### config.mk
export PLATFORM = sky130hd
export DESIGN_NAME = escalonador_botoes
export DESIGN_NICKNAME = d
export VERILOG_FILES = /design/src/rtl/botoes_pkg.sv /design/src/rtl/filtro_canal.sv /design/src/rtl/escalonador_botoes.sv
export SDC_FILE = /design/constraint.sdc
export NUM_CORES = 1
export LEC_CHECK = 0
export CAP_MARGIN = 20
export CORE_ASPECT_RATIO = 1.5
export CORE_MARGIN = 2
export CORE_UTILIZATION = 36
export CTS_CLUSTER_SIZE = 14
export DETAILED_ROUTE_END_ITERATION = 7
export GPL_TIMING_DRIVEN = 0
export PLACE_DENSITY = 0.57
export REMOVE_ABC_BUFFERS = 1
export SLEW_MARGIN = 20
export SYNTH_ARGS = -nofsm -noshare
export SYNTH_HDL_FRONTEND = slang
export SYNTH_HIERARCHICAL = 1
export SYNTH_SLANG_ARGS = --single-unit
### constraint.sdc
create_clock -name clk -period 3.5 [get_ports clk]
set_input_delay 0.875 -clock clk [delete_from_list [all_inputs] [get_ports clk]]
set_output_delay 0.875 -clock clk [all_outputs]
set_load 0.05 [all_outputs]
### src/rtl/botoes_pkg.sv
// Shared definitions for the button front-end: channel state encoding,
// default timing constants and the command-id width helper.
package botoes_pkg;

  typedef enum logic [1:0] {
    SOLTO        = 2'd0,
    FILTRA_PRESS = 2'd1,
    PRESSIONADO  = 2'd2,
    FILTRA_SOLTA = 2'd3
  } estado_t;

  localparam int DEBOUNCE_CYC_DEF = 16;
  localparam int LONG_CYC_DEF     = 1000;

  function automatic int id_width(input int n);
    return (n <= 2) ? 1 : $clog2(n);
  endfunction

endpackage

### src/rtl/filtro_canal.sv
// One button channel: 2-FF synchroniser, debounce FSM and, with LONG_PRESS_EN,
// a saturating hold counter that defers the press event to the release.
module filtro_canal
  import botoes_pkg::*;
#(
  parameter int DEBOUNCE_CYC = DEBOUNCE_CYC_DEF
`ifdef LONG_PRESS_EN
  , parameter int LONG_CYC = LONG_CYC_DEF
`endif
) (
  input  logic clk,
  input  logic rst,
  input  logic b_raw,
  output logic press,
  output logic held,
  output logic long_press
);

  localparam logic [7:0] LIMITE = 8'(DEBOUNCE_CYC);

  logic       sync1_reg;
  logic       s_reg;
  estado_t    estado_reg;
  logic [7:0] cnt_reg;
  logic       press_reg;
  logic       held_reg;

  always_ff @(posedge clk) begin
    if (rst) begin
      sync1_reg <= 1'b1;
      s_reg     <= 1'b1;
    end else begin
      sync1_reg <= b_raw;
      s_reg     <= sync1_reg;
    end
  end

  always_ff @(posedge clk) begin
    if (rst) begin
      estado_reg <= SOLTO;
      cnt_reg    <= 8'd0;
      press_reg  <= 1'b0;
      held_reg   <= 1'b0;
    end else begin
      press_reg <= 1'b0;
      case (estado_reg)
        SOLTO: begin
          if (!s_reg) begin
            estado_reg <= FILTRA_PRESS;
            cnt_reg    <= 8'd1;
          end
        end
        FILTRA_PRESS: begin
          if (s_reg) begin
            estado_reg <= SOLTO;
            cnt_reg    <= 8'd0;
          end else if (cnt_reg == LIMITE) begin
            estado_reg <= PRESSIONADO;
            cnt_reg    <= 8'd0;
            held_reg   <= 1'b1;
`ifndef LONG_PRESS_EN
            press_reg  <= 1'b1;
`endif
          end else begin
            cnt_reg <= cnt_reg + 8'd1;
          end
        end
        PRESSIONADO: begin
          if (s_reg) begin
            estado_reg <= FILTRA_SOLTA;
            cnt_reg    <= 8'd1;
          end
        end
        FILTRA_SOLTA: begin
          if (!s_reg) begin
            estado_reg <= PRESSIONADO;
            cnt_reg    <= 8'd0;
          end else if (cnt_reg == LIMITE) begin
            estado_reg <= SOLTO;
            cnt_reg    <= 8'd0;
            held_reg   <= 1'b0;
`ifdef LONG_PRESS_EN
            press_reg  <= 1'b1;
`endif
          end else begin
            cnt_reg <= cnt_reg + 8'd1;
          end
        end
        default: begin
          estado_reg <= SOLTO;
          cnt_reg    <= 8'd0;
        end
      endcase
    end
  end

  assign press = press_reg;
  assign held  = held_reg;

`ifdef LONG_PRESS_EN
  localparam int HOLD_W = $clog2(LONG_CYC + 1);
  localparam logic [HOLD_W-1:0] HOLD_MAX = HOLD_W'(LONG_CYC);

  logic [HOLD_W-1:0] hold_reg;

  // Hold keeps its value through release so it is still valid when the event fires.
  always_ff @(posedge clk) begin
    if (rst) begin
      hold_reg <= '0;
    end else if (estado_reg == FILTRA_PRESS) begin
      hold_reg <= '0;
    end else if (estado_reg == PRESSIONADO && hold_reg != HOLD_MAX) begin
      hold_reg <= hold_reg + 1'b1;
    end
  end

  assign long_press = press_reg && (hold_reg >= HOLD_MAX);
`else
  assign long_press = 1'b0;
`endif

endmodule

### src/rtl/escalonador_botoes.sv
// Button front-end top: per-channel filters, one-deep pending queue per button
// and a round-robin valid/ready command port. Optional feature: LONG_PRESS_EN.
module escalonador_botoes
  import botoes_pkg::*;
#(
  parameter int N_BOTOES     = 3,
  parameter int DEBOUNCE_CYC = DEBOUNCE_CYC_DEF,
  parameter int LONG_CYC     = LONG_CYC_DEF,
  localparam int ID_W        = id_width(N_BOTOES)
) (
  input  logic                clk,
  input  logic                rst,
  input  logic [N_BOTOES-1:0] b_in,
  output logic                cmd_valid,
  input  logic                cmd_ready,
  output logic [ID_W-1:0]     cmd_id,
  output logic                cmd_long,
  output logic [N_BOTOES-1:0] btn_estado,
  output logic                perdido
);

  logic [N_BOTOES-1:0] press;
  logic [N_BOTOES-1:0] long_flag;
  logic [N_BOTOES-1:0] clr;
  logic [N_BOTOES-1:0] pending_reg, pending_next;
  logic [N_BOTOES-1:0] long_pend_reg, long_pend_next;
  logic [ID_W-1:0]     ptr_reg;
  logic [ID_W-1:0]     cmd_id_reg;
  logic [ID_W-1:0]     grant_id;
  logic                grant_found;
  logic                cmd_valid_reg;
  logic                cmd_long_reg;
  logic                perdido_reg;
  logic                drop;
  logic                accept;

  assign accept = cmd_valid_reg & cmd_ready;

  generate
    for (genvar gi = 0; gi < N_BOTOES; gi++) begin : g_canal
      filtro_canal #(
        .DEBOUNCE_CYC(DEBOUNCE_CYC)
`ifdef LONG_PRESS_EN
        , .LONG_CYC(LONG_CYC)
`endif
      ) u_filtro (
        .clk       (clk),
        .rst       (rst),
        .b_raw     (b_in[gi]),
        .press     (press[gi]),
        .held      (btn_estado[gi]),
        .long_press(long_flag[gi])
      );
      assign clr[gi] = accept && (cmd_id_reg == ID_W'(gi));
    end
  endgenerate

  // A press landing on the cycle its own channel is accepted re-queues, not drops.
  always_comb begin
    pending_next   = pending_reg & ~clr;
    long_pend_next = long_pend_reg;
    drop           = 1'b0;
    for (int i = 0; i < N_BOTOES; i++) begin
      if (press[i]) begin
        if (pending_next[i]) begin
          drop = 1'b1;
        end else begin
          pending_next[i]   = 1'b1;
          long_pend_next[i] = long_flag[i];
        end
      end
    end
  end

  always_comb begin
    grant_found = 1'b0;
    grant_id    = '0;
    for (int k = 0; k < N_BOTOES; k++) begin
      if (!grant_found && pending_reg[(int'(ptr_reg) + k) % N_BOTOES]) begin
        grant_found = 1'b1;
        grant_id    = ID_W'((int'(ptr_reg) + k) % N_BOTOES);
      end
    end
  end

  always_ff @(posedge clk) begin
    if (rst) begin
      pending_reg   <= '0;
      long_pend_reg <= '0;
      ptr_reg       <= '0;
      cmd_valid_reg <= 1'b0;
      cmd_id_reg    <= '0;
      cmd_long_reg  <= 1'b0;
      perdido_reg   <= 1'b0;
    end else begin
      pending_reg   <= pending_next;
      long_pend_reg <= long_pend_next;
      perdido_reg   <= drop;
      if (accept) begin
        cmd_valid_reg <= 1'b0;
        ptr_reg       <= (cmd_id_reg == ID_W'(N_BOTOES - 1)) ? '0 : cmd_id_reg + 1'b1;
      end else if (!cmd_valid_reg && grant_found) begin
        cmd_valid_reg <= 1'b1;
        cmd_id_reg    <= grant_id;
        cmd_long_reg  <= long_pend_reg[grant_id];
      end
    end
  end

  assign cmd_valid = cmd_valid_reg;
  assign cmd_id    = cmd_id_reg;
  assign cmd_long  = cmd_long_reg;
  assign perdido   = perdido_reg;

endmodule

==> out/metrics.csv <==
metric,value,unit
status,completed,
CTS Root Cell,clkbuf_16,
critical path class,register to output pin,
FF-to-FF setup slack,1200,ps
layout net count,343,
Area Overhead vs Synth,11.1,%
crit start category,register,
cell taking the most area after synthesis,dfxtp_1,
FP Rows,39,
Resized cells post-CTS,0,
diode count,0,
RSZ-0062 raised after global routing,no,
Die ar.,8580,um^2
Worst EP arrival,1520,ps
maximum buffer depth of the clock tree,2,
io pins,14,
vias in the first global route,2092,
share of cells above drive strength 1,11.3,%
Vias,2207,
CTS tree,done,
final max-slew violation count,0,
"CTS clk-pin slew, worst paths",70,ps
FILL cells,769,
Tot GR Track Use,12.5,%
drt first pass iters,4,
Sw Share,23.4,%
DRC viols,0,
first-pass GRT wire length,8960,um
setup ws final,1100,ps
Starting DRT DRC Count,100,
Total Power,1260,uW
final core occ,41.2,%
post-synthesis cell type count,50,
Num Clock Sinks,55,
worst slew pin tran,1000,ps
ranking of synthesized cells by area,"dfxtp_1 (39%), ha_1 (4.4%), a21oi_1 (4.3%)",
Synth Area per Inst,8.87,um^2
clock power share,40.4,%
Critical Path End Type,output pin,
"Hold-fix buffers, CTS",0,
H-tree level count,2,
die width,76.3,um
# setup viols final,0,
max_cap viols,0,
P_int,965,uW
Post-Syn Area,2820,um^2
P_leak,0.00107,uW
CP required,2620,ps
Final Wtd Congestion,0.761,
total global routing overflow,0,
initial antenna violation count,0,
Synth warnings,6,
Routed Wire Length,5120,um
max frequency,0.417,GHz
Chip Height,112,um
cell with the most instances after synthesis,dfxtp_1,
worst min path class,register to register,
asr flop ratio synth,0,%
combinational power share,7.6,%
Synth Register Bits,55,
ys flop type,dfxtp_1,
CORE AREA,7610,um^2
worst-path maximum fanout,5,
pwr dens,402,nW/um^2
"EDFF count, synth",0,
CP max stage delay,830,ps
IO buf count,13,
Flop pwr share,52.0,%
switching power,295,uW
Synth top area share,39.0,%
worst-skew pair later-pin latency,290,ps
CP Cell Sequence,clkdlybuf4s50_1,
setup bufs post-CTS,0,
Fin Clk Skew,7.54,ps
minimum clock period,2400,ps
period utilization,68.5,%
pre-CTS WS,954,ps
slowest CP cell,clkdlybuf4s50_1,
Num CTS Buffers,5,
drt wl/cell,11.9,um
Syn Inst Count,318,
kind of cell adding the most delay to the critical path,buffers and inverters,
Detail Placement HPWL,3690,um
"Seq/Total Area, Yosys",39.0,%
max FFs per register,24,
Post-synth top cells,"dfxtp_1 (55), inv_1 (32), nand2_1 (25)",
Initial Util,37.1,%
Fin. Hold Viols,0,
Final ANT Viol Nets,0,
Max VDD drop,252,uV
largest net degree at the start of global routing,43,
Crit path buffers/inverters,1,
Max-slew headroom,33.1,%
via/cell ratio,5.13,
==> power groups by stage <==
stage	clock network (uW)	logic, uW	registers, uW
6_report	509	95.5	655
3_3_place_gp	0	92.7	669
3_5_place_dp	0	95.6	670
2_1_floorplan	0	39.2	688
4_1_cts	533	96.2	655
5_1_grt	555	105	658
==> stage by stage <==
step                TNS, ps  instance area [um^2]  instances  hold WS, ps
finish                    0                  3140        430          409
global route              0                  3140        430          425
CTS                       0                  3140        430          412
detailed placement        0                  2980        422          395
global placement      -2880                  2970        421          392
floorplan                 0                  2710        306          389
==> logic make-up after synthesis <==
logic type,Yosys count,synth area share (%)
and+or+nand+nor,105,21.3
AOI/OAI and AO/OA,87,22.1
DFF,55,39.0
buffers and inverters,44,8.16
adders and majority gates,10,4.43
xor gates and xnor gates,9,2.79
muxes,5,1.77
other,3,0.399
==> per-layer routing <==
| metal | wire length (um) | vias to the layer above | GRT usage [%] | part of all wire [%] |
|---|---|---|---|---|
| li1 | - | 1154 | - | - |
| met1 | 2360 | 1024 | 14.3 | 46 |
| met2 | 2550 | 23 | 22.4 | 50 |
| met3 | 121 | 6 | 2.81 | 2.4 |
| met4 | 81 | 0 | 5.09 | 1.6 |
| met5 | 0 | - | 0 | 0 |
==> cell usage in the layout (no fill, tap or decap), types with 4 or more instances in the layout <==
master,instances
a21oi_1,24
a31oi_1,12
clkbuf_16,5
nor2b_1,4
nand2_1,25
mux2i_1,5
a211o_2,4
o21ai_1,6
or2_2,9
o21ai_0,8
xnor2_1,6
nand3b_1,5
nor3_1,7
nand2b_1,5
ha_1,10
inv_1,32
dfxtp_1,55
nand3_1,15
clkdlybuf4s50_1,12
a211oi_1,6
nor2_1,13
==> final timing paths <==
kind,endpoint,cells after the start,start
setup / recovery,cmd_valid,1,cmd_valid$_SDFFE_PP0P_
hold reg to reg,g_canal[0].u_filtro/s_reg$_SDFF_PP1_,1,g_canal[0].u_filtro/sync1_reg$_SDFF_PP1_
setup reg to reg,cmd_long$_SDFFE_PP0P_,8,ptr_reg[0]$_SDFFE_PP0P_
hold / removal,g_canal[0].u_filtro/s_reg$_SDFF_PP1_,1,g_canal[0].u_filtro/sync1_reg$_SDFF_PP1_
==> layout make-up <==
| cell class | instances | area (um^2) | area share (%) |
|---|---|---|---|
| Sequential cell | 55 | 1100 | 35.1 |
| Timing Repair Buffer | 14 | 145 | 4.63 |
| Multi-Input combinational cell | 219 | 1490 | 47.5 |
| Inverter | 32 | 120 | 3.83 |
| Tap cell | 102 | 128 | 4.07 |
| Clock inverter | 1 | 8.76 | 0.279 |
| Clock buffer | 7 | 143 | 4.55 |
(Power assumes the default switching activity.)
